`config.mk`:
```
export PLATFORM = sky130hd
export DESIGN_NAME = seq_divider
export DESIGN_NICKNAME = d
export VERILOG_FILES = /design/src/rtl/seq_div_pkg.sv /design/src/rtl/seq_divider_div_step.sv /design/src/rtl/seq_divider.sv
export SDC_FILE = /design/constraint.sdc
export NUM_CORES = 1
export LEC_CHECK = 0
export ABC_AREA = 1
export BUFFER_PORTS_ARGS = -buffer_cell sky130_fd_sc_hd__buf_4
export CAP_MARGIN = 15
export CORE_UTILIZATION = 30
export CTS_CLUSTER_DIAMETER = 40
export CTS_CLUSTER_SIZE = 14
export DETAILED_ROUTE_END_ITERATION = 16
export PLACE_DENSITY_LB_ADDON = 0.05
export SETUP_SLACK_MARGIN = 0.05
export SYNTH_ARGS = -nofsm -noshare
export SYNTH_HDL_FRONTEND = slang
export SYNTH_HIERARCHICAL = 1
export SYNTH_SLANG_ARGS = --single-unit
```
`constraint.sdc`:
```
create_clock -name clk -period 2.7 [get_ports clk]
set_input_delay 0.54 -clock clk [delete_from_list [all_inputs] [get_ports clk]]
set_output_delay 0.54 -clock clk [all_outputs]
set_load 0.02 [all_outputs]
```
`src/rtl/seq_div_pkg.sv`:
```
// Shared definitions for the sequential signed divider: FSM encoding and default width.
package seq_div_pkg;

  localparam int DEF_WIDTH = 32;

  localparam logic [1:0] S_IDLE  = 2'd0;
  localparam logic [1:0] S_CALC  = 2'd1;
  localparam logic [1:0] S_FIXUP = 2'd2;

endpackage

```
`src/rtl/seq_divider_div_step.sv`:
```
// One radix-2 restoring division iteration on unsigned magnitudes.
module div_step #(
  parameter int WIDTH = 32
) (
  input  logic [WIDTH-1:0] rem,
  input  logic             dvd_msb,
  input  logic [WIDTH-1:0] divisor,
  output logic [WIDTH-1:0] next_rem,
  output logic             q_bit
);

  logic [WIDTH:0]   shifted_s;
  logic [WIDTH-1:0] trial_s;

  // Shift in the next dividend bit and subtract when the divisor fits;
  // the difference always fits in WIDTH bits whenever it is kept.
  always_comb begin
    shifted_s = {rem, dvd_msb};
    trial_s   = shifted_s[WIDTH-1:0] - divisor;
    q_bit     = (shifted_s >= {1'b0, divisor});
    if (q_bit) begin
      next_rem = trial_s;
    end else begin
      next_rem = shifted_s[WIDTH-1:0];
    end
  end

endmodule

```
`src/rtl/seq_divider.sv`:
```
// Multi-cycle signed divider: start/busy/done handshake, quotient truncates toward zero,
// remainder takes the dividend's sign, divide-by-zero flagged with q = all ones, r = a.
module seq_divider
  import seq_div_pkg::*;
#(
  parameter int WIDTH = DEF_WIDTH
) (
  input  logic             clk,
  input  logic             rst_n,
  input  logic             start,
  input  logic [WIDTH-1:0] a,
  input  logic [WIDTH-1:0] b,
  output logic             busy,
  output logic             done,
  output logic [WIDTH-1:0] q,
  output logic [WIDTH-1:0] r,
  output logic             div_by_zero
);

  localparam int CW = $clog2(WIDTH + 1);
  localparam logic [WIDTH-1:0] ZERO_W     = {WIDTH{1'b0}};
  localparam logic [WIDTH-1:0] ONE_W      = {{(WIDTH-1){1'b0}}, 1'b1};
  localparam logic [WIDTH-1:0] ONES_W     = {WIDTH{1'b1}};
  localparam logic [CW-1:0]    COUNT_ZERO = {CW{1'b0}};
  localparam logic [CW-1:0]    COUNT_ONE  = {{(CW-1){1'b0}}, 1'b1};
  localparam logic [CW-1:0]    COUNT_LOAD = CW'(WIDTH);

  logic [1:0]       state_r, next_state_s;
  logic [CW-1:0]    count_r;
  logic [WIDTH-1:0] rem_r, dvd_r, divisor_r;
  logic             sign_q_r, sign_r_r, dbz_r;
  logic [WIDTH-1:0] a_mag_s, b_mag_s, next_rem_s, q_fix_s, r_fix_s;
  logic             b_zero_s, q_bit_s;
  logic             busy_r, done_r, dbz_out_r;
  logic [WIDTH-1:0] q_r, r_r;

  assign a_mag_s  = a[WIDTH-1] ? (~a + ONE_W) : a;
  assign b_mag_s  = b[WIDTH-1] ? (~b + ONE_W) : b;
  assign b_zero_s = (b == ZERO_W);

  div_step #(.WIDTH(WIDTH)) u_step (
    .rem     (rem_r),
    .dvd_msb (dvd_r[WIDTH-1]),
    .divisor (divisor_r),
    .next_rem(next_rem_s),
    .q_bit   (q_bit_s)
  );

  // State register
  always_ff @(posedge clk or negedge rst_n) begin
    if (!rst_n) begin
      state_r <= S_IDLE;
    end else begin
      state_r <= next_state_s;
    end
  end

  // Next-state logic
  always_comb begin
    next_state_s = state_r;
    case (state_r)
      S_IDLE: begin
        if (start) begin
          next_state_s = b_zero_s ? S_FIXUP : S_CALC;
        end else begin
          next_state_s = S_IDLE;
        end
      end
      S_CALC: begin
        if (count_r == COUNT_ONE) begin
          next_state_s = S_FIXUP;
        end else begin
          next_state_s = S_CALC;
        end
      end
      S_FIXUP: next_state_s = S_IDLE;
      default: next_state_s = S_IDLE;
    endcase
  end

  // Result sign correction; with a zero divisor dvd_r still holds the raw dividend
  always_comb begin
    q_fix_s = ZERO_W;
    r_fix_s = ZERO_W;
    if (dbz_r) begin
      q_fix_s = ONES_W;
      r_fix_s = dvd_r;
    end else begin
      q_fix_s = sign_q_r ? (~dvd_r + ONE_W) : dvd_r;
      r_fix_s = sign_r_r ? (~rem_r + ONE_W) : rem_r;
    end
  end

  // Operand capture and the iterative datapath; dvd_r accumulates quotient bits
  always_ff @(posedge clk or negedge rst_n) begin
    if (!rst_n) begin
      count_r   <= COUNT_ZERO;
      rem_r     <= ZERO_W;
      dvd_r     <= ZERO_W;
      divisor_r <= ZERO_W;
      sign_q_r  <= 1'b0;
      sign_r_r  <= 1'b0;
      dbz_r     <= 1'b0;
    end else begin
      case (state_r)
        S_IDLE: begin
          if (start) begin
            sign_q_r  <= a[WIDTH-1] ^ b[WIDTH-1];
            sign_r_r  <= a[WIDTH-1];
            rem_r     <= ZERO_W;
            divisor_r <= b_mag_s;
            dbz_r     <= b_zero_s;
            dvd_r     <= b_zero_s ? a : a_mag_s;
            count_r   <= b_zero_s ? COUNT_ZERO : COUNT_LOAD;
          end else begin
            count_r <= count_r;
          end
        end
        S_CALC: begin
          rem_r   <= next_rem_s;
          dvd_r   <= {dvd_r[WIDTH-2:0], q_bit_s};
          count_r <= count_r - COUNT_ONE;
        end
        default: begin
          count_r <= count_r;
        end
      endcase
    end
  end

  // Registered handshake and results; results move only in the done cycle
  always_ff @(posedge clk or negedge rst_n) begin
    if (!rst_n) begin
      busy_r    <= 1'b0;
      done_r    <= 1'b0;
      q_r       <= ZERO_W;
      r_r       <= ZERO_W;
      dbz_out_r <= 1'b0;
    end else begin
      busy_r <= (next_state_s != S_IDLE);
      done_r <= (state_r == S_FIXUP);
      if (state_r == S_FIXUP) begin
        q_r       <= q_fix_s;
        r_r       <= r_fix_s;
        dbz_out_r <= dbz_r;
      end else begin
        q_r <= q_r;
      end
    end
  end

  assign busy        = busy_r;
  assign done        = done_r;
  assign q           = q_r;
  assign r           = r_r;
  assign div_by_zero = dbz_out_r;

endmodule
```
==> results.py <==
metrics = {
    "outcome": {
        "status": "finished, final reports clean",
    },
    "synth": {
        "synth_nets": 2301,
        "syn_area_um2": 13900,
        "ys_seq_elements": 174,
        "synth_cell_types": 51,
        "synth_edf_count": 0,
        "syn-mean-instance-area_um2": 6.33,
        "yosys-top-cells-area": "dfrtp_1 31%, nand2_1 20%, inv_1 8.0%, nand3_1 7.7%, nor2_1 5.8%",
        "yosysSeqAreaShare_pct": 31.4,
        "ys.flop_type": "dfrtp_1",
        "synth_top_area_cell": "dfrtp_1",
        "synth_top_area_share_pct": 31.4,
        "yosys_warnings": 6,
        "async_reset_ff_share_pct": 100,
        "synthCells": 2195,
    },
    "finish": {
        "fin_cells": 2947,
        "insertedDiodeCount": 0,
        "syn2layout_area_growth_pct": 18.6,
        "drive_gt1_share_pct": 12.7,
        "nNetsFinal": 2440,
    },
    "routing": {
        "initialDrtViolationCount": 1087,
        "drc": 0,
        "wirelength_um": 53800,
        "drtPass1Iterations": 5,
        "wl_per_cell_um": 18.3,
        "final_antenna_net_count": 0,
        "num_vias": 14320,
        "vias_per_cell": 4.86,
    },
    "clock_network": {
        "cts_buffers": 17,
        "clock_sinks": 174,
        "hold_buffers": 0,
        "cts_tree": "yes",
        "cts_buffer_depth": 2,
        "htreeDepth": 4,
        "clk_pin_slew_ps": 70,
        "root_buffer": "clkbuf_16",
        "worstSkewPairLatency_ps": 490,
    },
    "worst_setup_path": {
        "endpoint": "rem_r[31]",
        "critPathMaxStageDelay_ps": 390,
        "r2r-start": "divisor_r[26]",
        "path_common_cell": "nand2_1",
        "startpoint": "divisor_r[26]",
        "crit_type": "flop to flop",
        "slowest_stage": "ha_1",
        "worst_setup_path_end_kind": "flop",
        "path_buf_inv": 2,
        "r2r_end": "rem_r[31]",
        "cp_num_cells": 14,
        "crit_arrival_ps": 2860,
        "worst-path-max-fanout": 5,
        "critical_path_required_ps": 3060,
        "cp-start-kind": "flop",
        "r2r_slack_ps": 200,
        "crit_chain": "inv_1 > ha_1 > nand2_1 > nor2_1 > inv_1 > nor3_1 > and2_1 > nand2_1 > nand2_1 > nand2_1 > nand3_1 > nand2_1 > nand2_1 > o21ai_0",
        "crit_family": "simple AND/OR/NAND/NOR gates",
        "reg2regPathDepth": 14,
    },
    "grt": {
        "grt_pass1_wl_um": 83200,
        "grt_pass1_vias": 13936,
        "grt_max_degree": 67,
        "grt_overflow_total": 0,
        "antenna_found_initial": 0,
        "track_usage_pct": 23.4,
    },
    "sta": {
        "fin_setup_tns_ps": 0,
        "slew_viol_final": 0,
        "tightest_slew_ps": 877,
        "slew_headroom_pct": 40.9,
        "grt_setup_unrepaired": "false",
        "clock_skew_ps": 13.9,
        "period_share_pct": 92.7,
        "setup_violations": 0,
        "min_period_ps": 2500,
        "setup_ws_ps": 198,
        "fmax_mhz": 400,
        "worst_hold_slack_ps": 43.7,
        "hold_viol": 0,
    },
    "floorplanning": {
        "initial_core_util_pct": 30.5,
        "io_pins": 134,
        "die_h_um": 217,
        "core-area_um2": 45500,
        "die_w_um": 217,
        "rows": 78,
        "dieArea_um2": 47100,
    },
    "placed_design": {
        "dp_hpwl_um": 43300,
        "place_ws_ps": 31.6,
        "port_buffers": 133,
        "dp.cells": 2914,
        "gp_routability_congestion": 0.988,
    },
    "power": {
        "p_per_area_nw_per_um2": 1360,
        "p_leak_uw": 0.00864,
        "p_total_uw": 22400,
        "ir_drop_uv": 518,
    },
    "run": {
        "maxCapViolations": 0,
    },
    "hold_path": {
        "worst_hold_path_type": "input port to async pin",
    },
}
-- what timing repair did --
| item | in CTS | in global routing |
|---|---|---|
| endpoints found under the setup margin | 5 | 7 |
| pin swaps | 0 | 1 |
| gates resized for setup | 1 | 0 |
| buffers inserted | 0 | 1 |
-- power breakdown --
| part | switching, uW | internal (uW) | total (uW) | leakage [uW] |
|---|---|---|---|---|
| logic | 9450 | 4930 | 14400 | 0.00614 |
| registers | 1390 | 3850 | 5240 | 0.00219 |
| clock network | 1240 | 1600 | 2830 | 0.000312 |
-- metrics by stage --
stage / instance area (um2) / util [%]
5_1_grt: 16500 / 36.2
6_report: 16500 / 36.2
3_3_place_gp: 15800 / 34.8
2_1_floorplan: 13900 / -
3_5_place_dp: 15800 / 34.8
4_1_cts: 16500 / 36.2
-- sequential cells by signal, indices dropped and copies added, names as in the netlist --
name         cells
done             1
div_by_zero      1
state_r          2
dvd_r           32
sign_q_r         1
rem_r           32
sign_r_r         1
divisor_r       32
dbz_r            1
q               32
r               32
busy             1
count_r          6
-- how the worst min path moves through the flow --
stage	start	end	slack [ps]	depth (start not counted)
2_1_floorplan	rst_n	busy	240	0
3_3_place_gp	divisor_r[15]	divisor_r[15]	470	2
3_5_place_dp	divisor_r[28]	divisor_r[28]	470	2
4_1_cts	rst_n	rem_r[22]	60	1
5_1_grt	rst_n	rem_r[22]	80	1
6_report	rst_n	rem_r[22]	40	1
-- layout by cell type (no fill, tap or decap), types with 8 or more instances in the layout --
cell	count
nor3_1	20
nand4_1	27
a22oi_1	32
buf_4	183
nand3_2	27
a31oi_1	13
xor2_1	44
dfrtp_1	173
o21ai_0	107
nor2_1	211
nor2_2	14
nand3b_1	11
o221ai_1	8
xnor2_1	11
a21oi_1	36
clkbuf_16	17
and2_1	8
nand3_1	215
or2_2	12
nand2_1	757
inv_1	296
ha_1	38
-- cell type report --
| cell class | count | area [um2] |
|---|---|---|
| Timing Repair Buffer | 189 | 1490 |
| Sequential cell | 174 | 4360 |
| Multi-Input combinational cell | 1648 | 8090 |
| Tap cell | 600 | 751 |
| Clock inverter | 13 | 203 |
| Inverter | 304 | 1140 |
| Fill cell | 5070 | 29000 |
| Clock buffer | 19 | 443 |
-- synthesized netlist by cell type (all sizes together), types with 3 or more instances --
library cell	number
a21o	4
a21oi	36
a22oi	32
a31oi	13
and2	8
buf	29
clkbuf	40
dfrtp	174
ha	38
inv	302
nand2	764
nand3	242
nand3b	11
nand4	27
nor2	232
nor3	22
nor4	3
o211ai	7
o21ai	112
o21bai	6
o221ai	8
o22ai	3
or2	12
xnor2	11
xor2	44
-- worst reg2reg max path, delay by kind of cell (launching register included) --
family | cells | cell delay, ps
AND/OR/NAND/NOR | 10 | 1340
adder cells (fa/ha/maj) | 1 | 390
flip-flops | 1 | 350
buffers and inverters | 2 | 230
AO/OA/AOI/OAI | 1 | 90
-- metal layers --
metal	track usage (%)	share of wire (%)
met1	34.2	50
met2	36.0	44
met3	3.20	4.5
met4	5.61	1.6
met5	0	0
-- cell families (layout without fill, tap and decap cells) --
group / after synthesis / after routing / synth area share, %
adder cells (fa/ha/maj): 39 / 39 / 3.57
flip-flops: 174 / 174 / 31.4
buffers and inverters: 373 / 525 / 10.6
multiplexers: 1 / 1 / 0.0721
XOR/XNOR: 55 / 55 / 3.47
AND/OR/NAND/NOR: 1324 / 1324 / 41.1
AO/OA/AOI/OAI: 229 / 229 / 9.78
No activity file was read; power rests on OpenSTA's default activity.
